==> src/rtl/led_flash_driver.sv <==
// led_flash_driver: timed LED flash FSM (IDLE/ON/OFF) with drop reporting.
// Define LED_FLASH_QUEUE_EN to queue up to QUEUE_MAX triggers that arrive mid-flash.
module led_flash_driver #(
    parameter int ON_CYCLES  = 25_000_000,
    parameter int OFF_CYCLES = 25_000_000,
    parameter int QUEUE_MAX  = 7
) (
    input  logic                             i_clk,
    input  logic                             i_rst_n,
    input  logic                             i_trig,
    output logic                             o_led,
    output logic                             o_busy,
    output logic [$clog2(QUEUE_MAX+1)-1:0]   o_pending,
    output logic                             o_drop
);
    localparam int MAXC = (ON_CYCLES > OFF_CYCLES) ? ON_CYCLES : OFF_CYCLES;
    localparam int TW   = (MAXC > 1) ? $clog2(MAXC) : 1;
    localparam int PW   = $clog2(QUEUE_MAX + 1);

    typedef enum logic [1:0] {IDLE, ON, OFF} state_t;

    state_t        state_q, state_d;
    logic [TW-1:0] timer_q, timer_d;
    logic          led_q, drop_q, drop_d;
    logic          start, on_last, off_last;

    assign on_last  = (state_q == ON)  && (timer_q == TW'(ON_CYCLES - 1));
    assign off_last = (state_q == OFF) && (timer_q == TW'(OFF_CYCLES - 1));

`ifdef LED_FLASH_QUEUE_EN
    logic [PW-1:0] pend_q, pend_d;
    logic          dec, consume, enq, acc;
    // A trigger on the last OFF cycle with an empty queue starts the next flash directly.
    assign dec     = off_last && (pend_q != '0);
    assign consume = (state_q == IDLE) || (off_last && (pend_q == '0));
    assign enq     = i_trig && !consume;
    assign acc     = enq && ((pend_q != PW'(QUEUE_MAX)) || dec);
    assign pend_d  = pend_q + PW'(acc) - PW'(dec);
    assign start   = ((state_q == IDLE) && i_trig) || (off_last && (dec || i_trig));
    assign drop_d  = enq && !acc;
    assign o_pending = pend_q;

    always_ff @(posedge i_clk or negedge i_rst_n) begin
        if (!i_rst_n) begin
            pend_q <= '0;
        end else begin
            pend_q <= pend_d;
        end
    end
`else
    assign start     = (state_q == IDLE) && i_trig;
    assign drop_d    = i_trig && (state_q != IDLE);
    assign o_pending = '0;
`endif

    assign state_d = start ? ON : on_last ? OFF : off_last ? IDLE : state_q;
    assign timer_d = ((state_q == IDLE) || on_last || off_last) ? '0 : timer_q + TW'(1);

    always_ff @(posedge i_clk or negedge i_rst_n) begin
        if (!i_rst_n) begin
            state_q <= IDLE;
            timer_q <= '0;
            led_q   <= 1'b0;
            drop_q  <= 1'b0;
        end else begin
            state_q <= state_d;
            timer_q <= timer_d;
            led_q   <= (state_d == ON);
            drop_q  <= drop_d;
        end
    end

    assign o_led  = led_q;
    assign o_busy = (state_q != IDLE);
    assign o_drop = drop_q;
endmodule

==> config.mk <==
export PLATFORM = sky130hd
export DESIGN_NAME = led_flash_driver
export DESIGN_NICKNAME = d
export VERILOG_FILES = /design/src/rtl/led_flash_driver.sv
export SDC_FILE = /design/constraint.sdc
export NUM_CORES = 1
export LEC_CHECK = 0
export CAP_MARGIN = 20
export CORE_MARGIN = 3
export CORE_UTILIZATION = 40
export CTS_CLUSTER_DIAMETER = 50
export DETAILED_ROUTE_END_ITERATION = 10
export GPL_ROUTABILITY_DRIVEN = 0
export SLEW_MARGIN = 20
export SYNTH_ARGS = -nofsm -noshare
export SYNTH_HDL_FRONTEND = slang
export SYNTH_SLANG_ARGS = --single-unit
export TNS_END_PERCENT = 5
==> constraint.sdc <==
create_clock -name i_clk -period 3.4 [get_ports i_clk]
set_input_delay 0.34 -clock i_clk [delete_from_list [all_inputs] [get_ports i_clk]]
set_output_delay 0.34 -clock i_clk [all_outputs]
set_load 0.05 [all_outputs]
Word level (Yosys, flattened, before mapping)
Cells that the tools add are included.
{"block": "word_totals", "reg_bits": 29, "output_inout_bits": 6, "word_cells": 21}
{"block": "op_classes", "add_sub_neg": 1, "eq_ne": 4, "n_mux": 4, "n_reduce_logical": 8}
{"op": "25-bit by 1-bit adder with 25-bit output, second input constant", "count": 1}
{"op": "25-bit equality test, second input constant", "count": 1}
{"op": "25-bit two-way mux", "count": 1}
{"op": "2-bit two-way mux", "count": 3}
{"op": "2-bit by 1-bit equality test with 1-bit output, second input constant", "count": 2}
{"op": "1-bit logical AND", "count": 4}
{"op": "2-bit equality test, second input constant", "count": 1}
{"op": "2-bit logical NOT", "count": 1}
{"op": "1-bit logical OR", "count": 2}
{"op": "2-bit nonzero test", "count": 1}

Depth between registers and ports, before layout
{"block": "depth", "depth_word": 6, "depth_mapped": 6, "ltp_nobuf": 5}

Worst setup path before layout
Ideal clock, no wire load.
{"block": "synth_timing", "path_type": "register to register", "from": "register timer_q[0]", "to": "register timer_q[17]", "setup_ps": 143, "arrival_ps": 1668, "path_slack_ps": 1589, "stages_incl_launch_ff": 7, "synth_period_minus_slack_ps": 1811, "cell_sequence": "dfrtp_1 -> ha_1 -> and3_1 -> nand3_1 -> o31ai_2 -> buf_2 -> a22oi_1"}
{"block": "synth_via", "elab_chain_len": 5, "elab_cells_between_ends": 7, "classes_between": "1 x add/sub; 1 x eq/ne; 1 x mux; 4 x reduce/logical"}
{"element": "from (decl)", "line": "23", "source": "logic [TW-1:0] timer_q, timer_d;"}
{"element": "from (signal assigned)", "line": "67", "source": "timer_q <= timer_d;"}
{"element": "parallel branches: the longest is 4 deep, another holds 25-bit by 1-bit adder with 25-bit output"}
{"element": "25-bit two-way mux *", "line": "57", "source": "assign timer_d = ((state_q == IDLE) || on_last || off_last) ? '0 : timer_q + TW'(1);"}
{"element": "net timer_d[17]", "line": "23"}
Mark *: on every way through the listed nets, which the timed path passes.

Worst setup path after layout
{"block": "layout_timing", "from": "register state_q[0]", "to": "output port o_busy"}
{"block": "layout_via", "elab_chain_len": 1}
{"element": "from (decl)", "line": "22", "source": "state_t state_q, state_d;"}
{"element": "from (signal assigned)", "line": "66", "source": "state_q <= state_d;"}
{"element": "2-bit nonzero test", "line": "74", "source": "assign o_busy = (state_q != IDLE);"}
{"element": "to (decl)", "line": "12", "source": "output logic o_busy,"}
No other way between the ends.

==> metrics <==
aggregate routed wire length 3240 um; leading register cell type out of synthesis dfrtp_1; number of distinct library cells after synthesis 39; filler cell count 378; Clk Tree Root Cell clkbuf_8; flops & latches, synth 29; CTS clk-pin slew, worst paths 0.06 ns; number of warnings issued by yosys 0; Yosys top cell area share 0.468; total of max-cap violations 0; Async SR Flop Fraction 1.00; top cells by instance count after synthesis dfrtp_1, a21oi_1, a22oi_1, nand2_1; number of iterations in the first detailed-routing pass 4; critical path fanouts, max 7; headroom to the max-slew limit 0.426; number of placement rows 22; Cells after DPL 197; count of final max-slew check failures 0; fraction of final layout cells with drive strength greater than 1 0.121; final hold violation count 0; crit path kind flip-flop to primary output; critical path data arrival time 1.75 ns; slew at the pin closest to its max-slew limit 0.859 ns; total power divided by cell area 510 nW/um^2; launching element type of the critical path flip-flop; antenna-violating nets left 0; Setup crit end kind primary output; overall power of the completed layout 0.876 mW; TritonCTS clock tree done; RSZ-0062 raised after global routing false; Mapped Avg Cell Area 10.3 sq um; minimum period implied by the final worst setup slack 2.09 ns; horizontal die dimension 68.3 um; post-cts repair resize count 0; insertion delay to the later sink of the worst-skew pair 0.28 ns; Synth area leader dfrtp_1; ranking of synthesized cells by area dfrtp_1, a22oi_1, a21oi_1, xnor2_1, o31ai_1; worst vdd ir 226 uV; detailed-route DRC error count 0; register cell area after layout 726 sq um; portion of the clock cycle consumed by the worst path in the final layout 0.615; maximum number of pins on one net before global-route repair 30; Iteration-0 DRC Markers 62; cts bufs inserted 5; sequential cell area fraction in the yosys report 0.468; wire length of the first global-routing pass 5400 um; initial antenna violation count 0; gate count after technology mapping 150; register-to-register path setup slack 1.41 ns; combined global-route utilization of all metal layers 0.162; routed vias 1203; Critical Path RT 3.06 ns; Min Hold Slack 0.440 ns; routed vias/inst 5.87; number of antenna cells inserted 0; Area growth syn-to-layout 10.7%; setup repair bufs after CTS 0; Top-Level Pins 9; number of levels the H-tree was split into 2; DP HPWL 2180 um; post-detailed-route wirelength per cell 15.8 um; footprint of the multi-input gates 751 sq um; vias in the first global route 1130; clock skew 0.00109 ns; I/O Buffers 5; Floorplan Core Area 3690 sq um; Setup-failing EPs final 0; Initial Utilization 0.421; Sink Count 29; Net count, final 160; maximum buffer depth of the clock tree 2; number of standard cells in the layout, taps in and fillers out 205; Die Footprint 4660 sq um; hold-fix buffers at CTS 0; FMAX 0.479 GHz; total negative slack 0 ns; die outline height 68.3 um; type of the tightest min-delay check primary input to async pin; number of enable-type register cells in the synthesized netlist 0; leakage component of the power 0.711 nW; cell area after synthesis 1550 sq um; outcome completed; total congestion overflow after global routing 0; most repeated cell in the gate-level netlist after synthesis dfrtp_1
-- layout make-up --
type | instances | area share
Tap cell | 48 | 0.0350
Multi-Input combinational cell | 109 | 0.437
Clock inverter | 1 | 0.00291
Clock buffer | 7 | 0.0561
Sequential cell | 29 | 0.422
Inverter | 4 | 0.00874
Timing Repair Buffer | 7 | 0.0379
-- worst max-delay path, stage by stage (launching register included) --
cell and delay, ns:
dfrtp_1 0.43, or2_2 0.33, clkdlybuf4s50_1 0.71
-- final timing paths --
| kind | start | end | cells past startpoint |
|---|---|---|---|
| max reg2reg | timer_q[0]$_DFF_PN0_ | timer_q[24]$_DFF_PN0_ | 6 |
| max in group asynchronous | i_rst_n | timer_q[14]$_DFF_PN0_ | 2 |
| min reg2reg | timer_q[0]$_DFF_PN0_ | timer_q[0]$_DFF_PN0_ | 1 |
| min in group i_clk | timer_q[0]$_DFF_PN0_ | timer_q[0]$_DFF_PN0_ | 1 |
| max | state_q[0]$_DFF_PN0_ | o_busy | 2 |
| min | i_rst_n | o_led$_DFF_PN0_ | 2 |
-- cells by family after synthesis --
group,share of synthesized area
AOI/OAI and AO/OA,0.170
xor gates and xnor gates,0.0677
adders and majority gates,0.00806
buffers and inverters,0.0532
DFF,0.468
muxes,0.00726
other,0.00242
and+or+nand+nor,0.223
-- per-stage QoR --
step                 util  cell area [sq um]  setup slack (ns)
finish              0.466               1720              1.31
global route        0.466               1720              1.24
CTS                 0.466               1720              1.30
detailed placement  0.438               1620              1.41
global placement    0.438               1620              1.44
floorplan               -               1560              1.59
-- metal layers --
layer | wire, um | GRT usage
met5 | 0 | 0
met4 | 40 | 0.0968
met3 | 171 | 0.0394
met2 | 1620 | 0.248
met1 | 1410 | 0.206
-- layout by cell type (no fill, tap or decap), drive strengths merged, types with 3 or more instances in the layout --
cell type	instances
dfrtp	29
nand3	6
nor4	3
o31ai	7
a21oi	14
o21ai	4
or4	6
or3	6
conb	3
and4	4
clkdlybuf4s50	5
a22oi	10
inv	4
clkbuf	7
xnor2	7
xor2	5
nand2	8
nand4	9
-- power breakdown --
part	internal, mW	switching (mW)	leakage (nW)
Combinational	0.0523	0.0588	0.278
Clock	0.182	0.128	0.0542
Sequential	0.387	0.0678	0.379
Total	0.622	0.254	0.711
-- state kept, by name (all words and copies together), names as in the netlist --
name	count
o_drop	1
state_q	2
o_led	1
timer_q	25
Power figures use the tool's default switching activity.
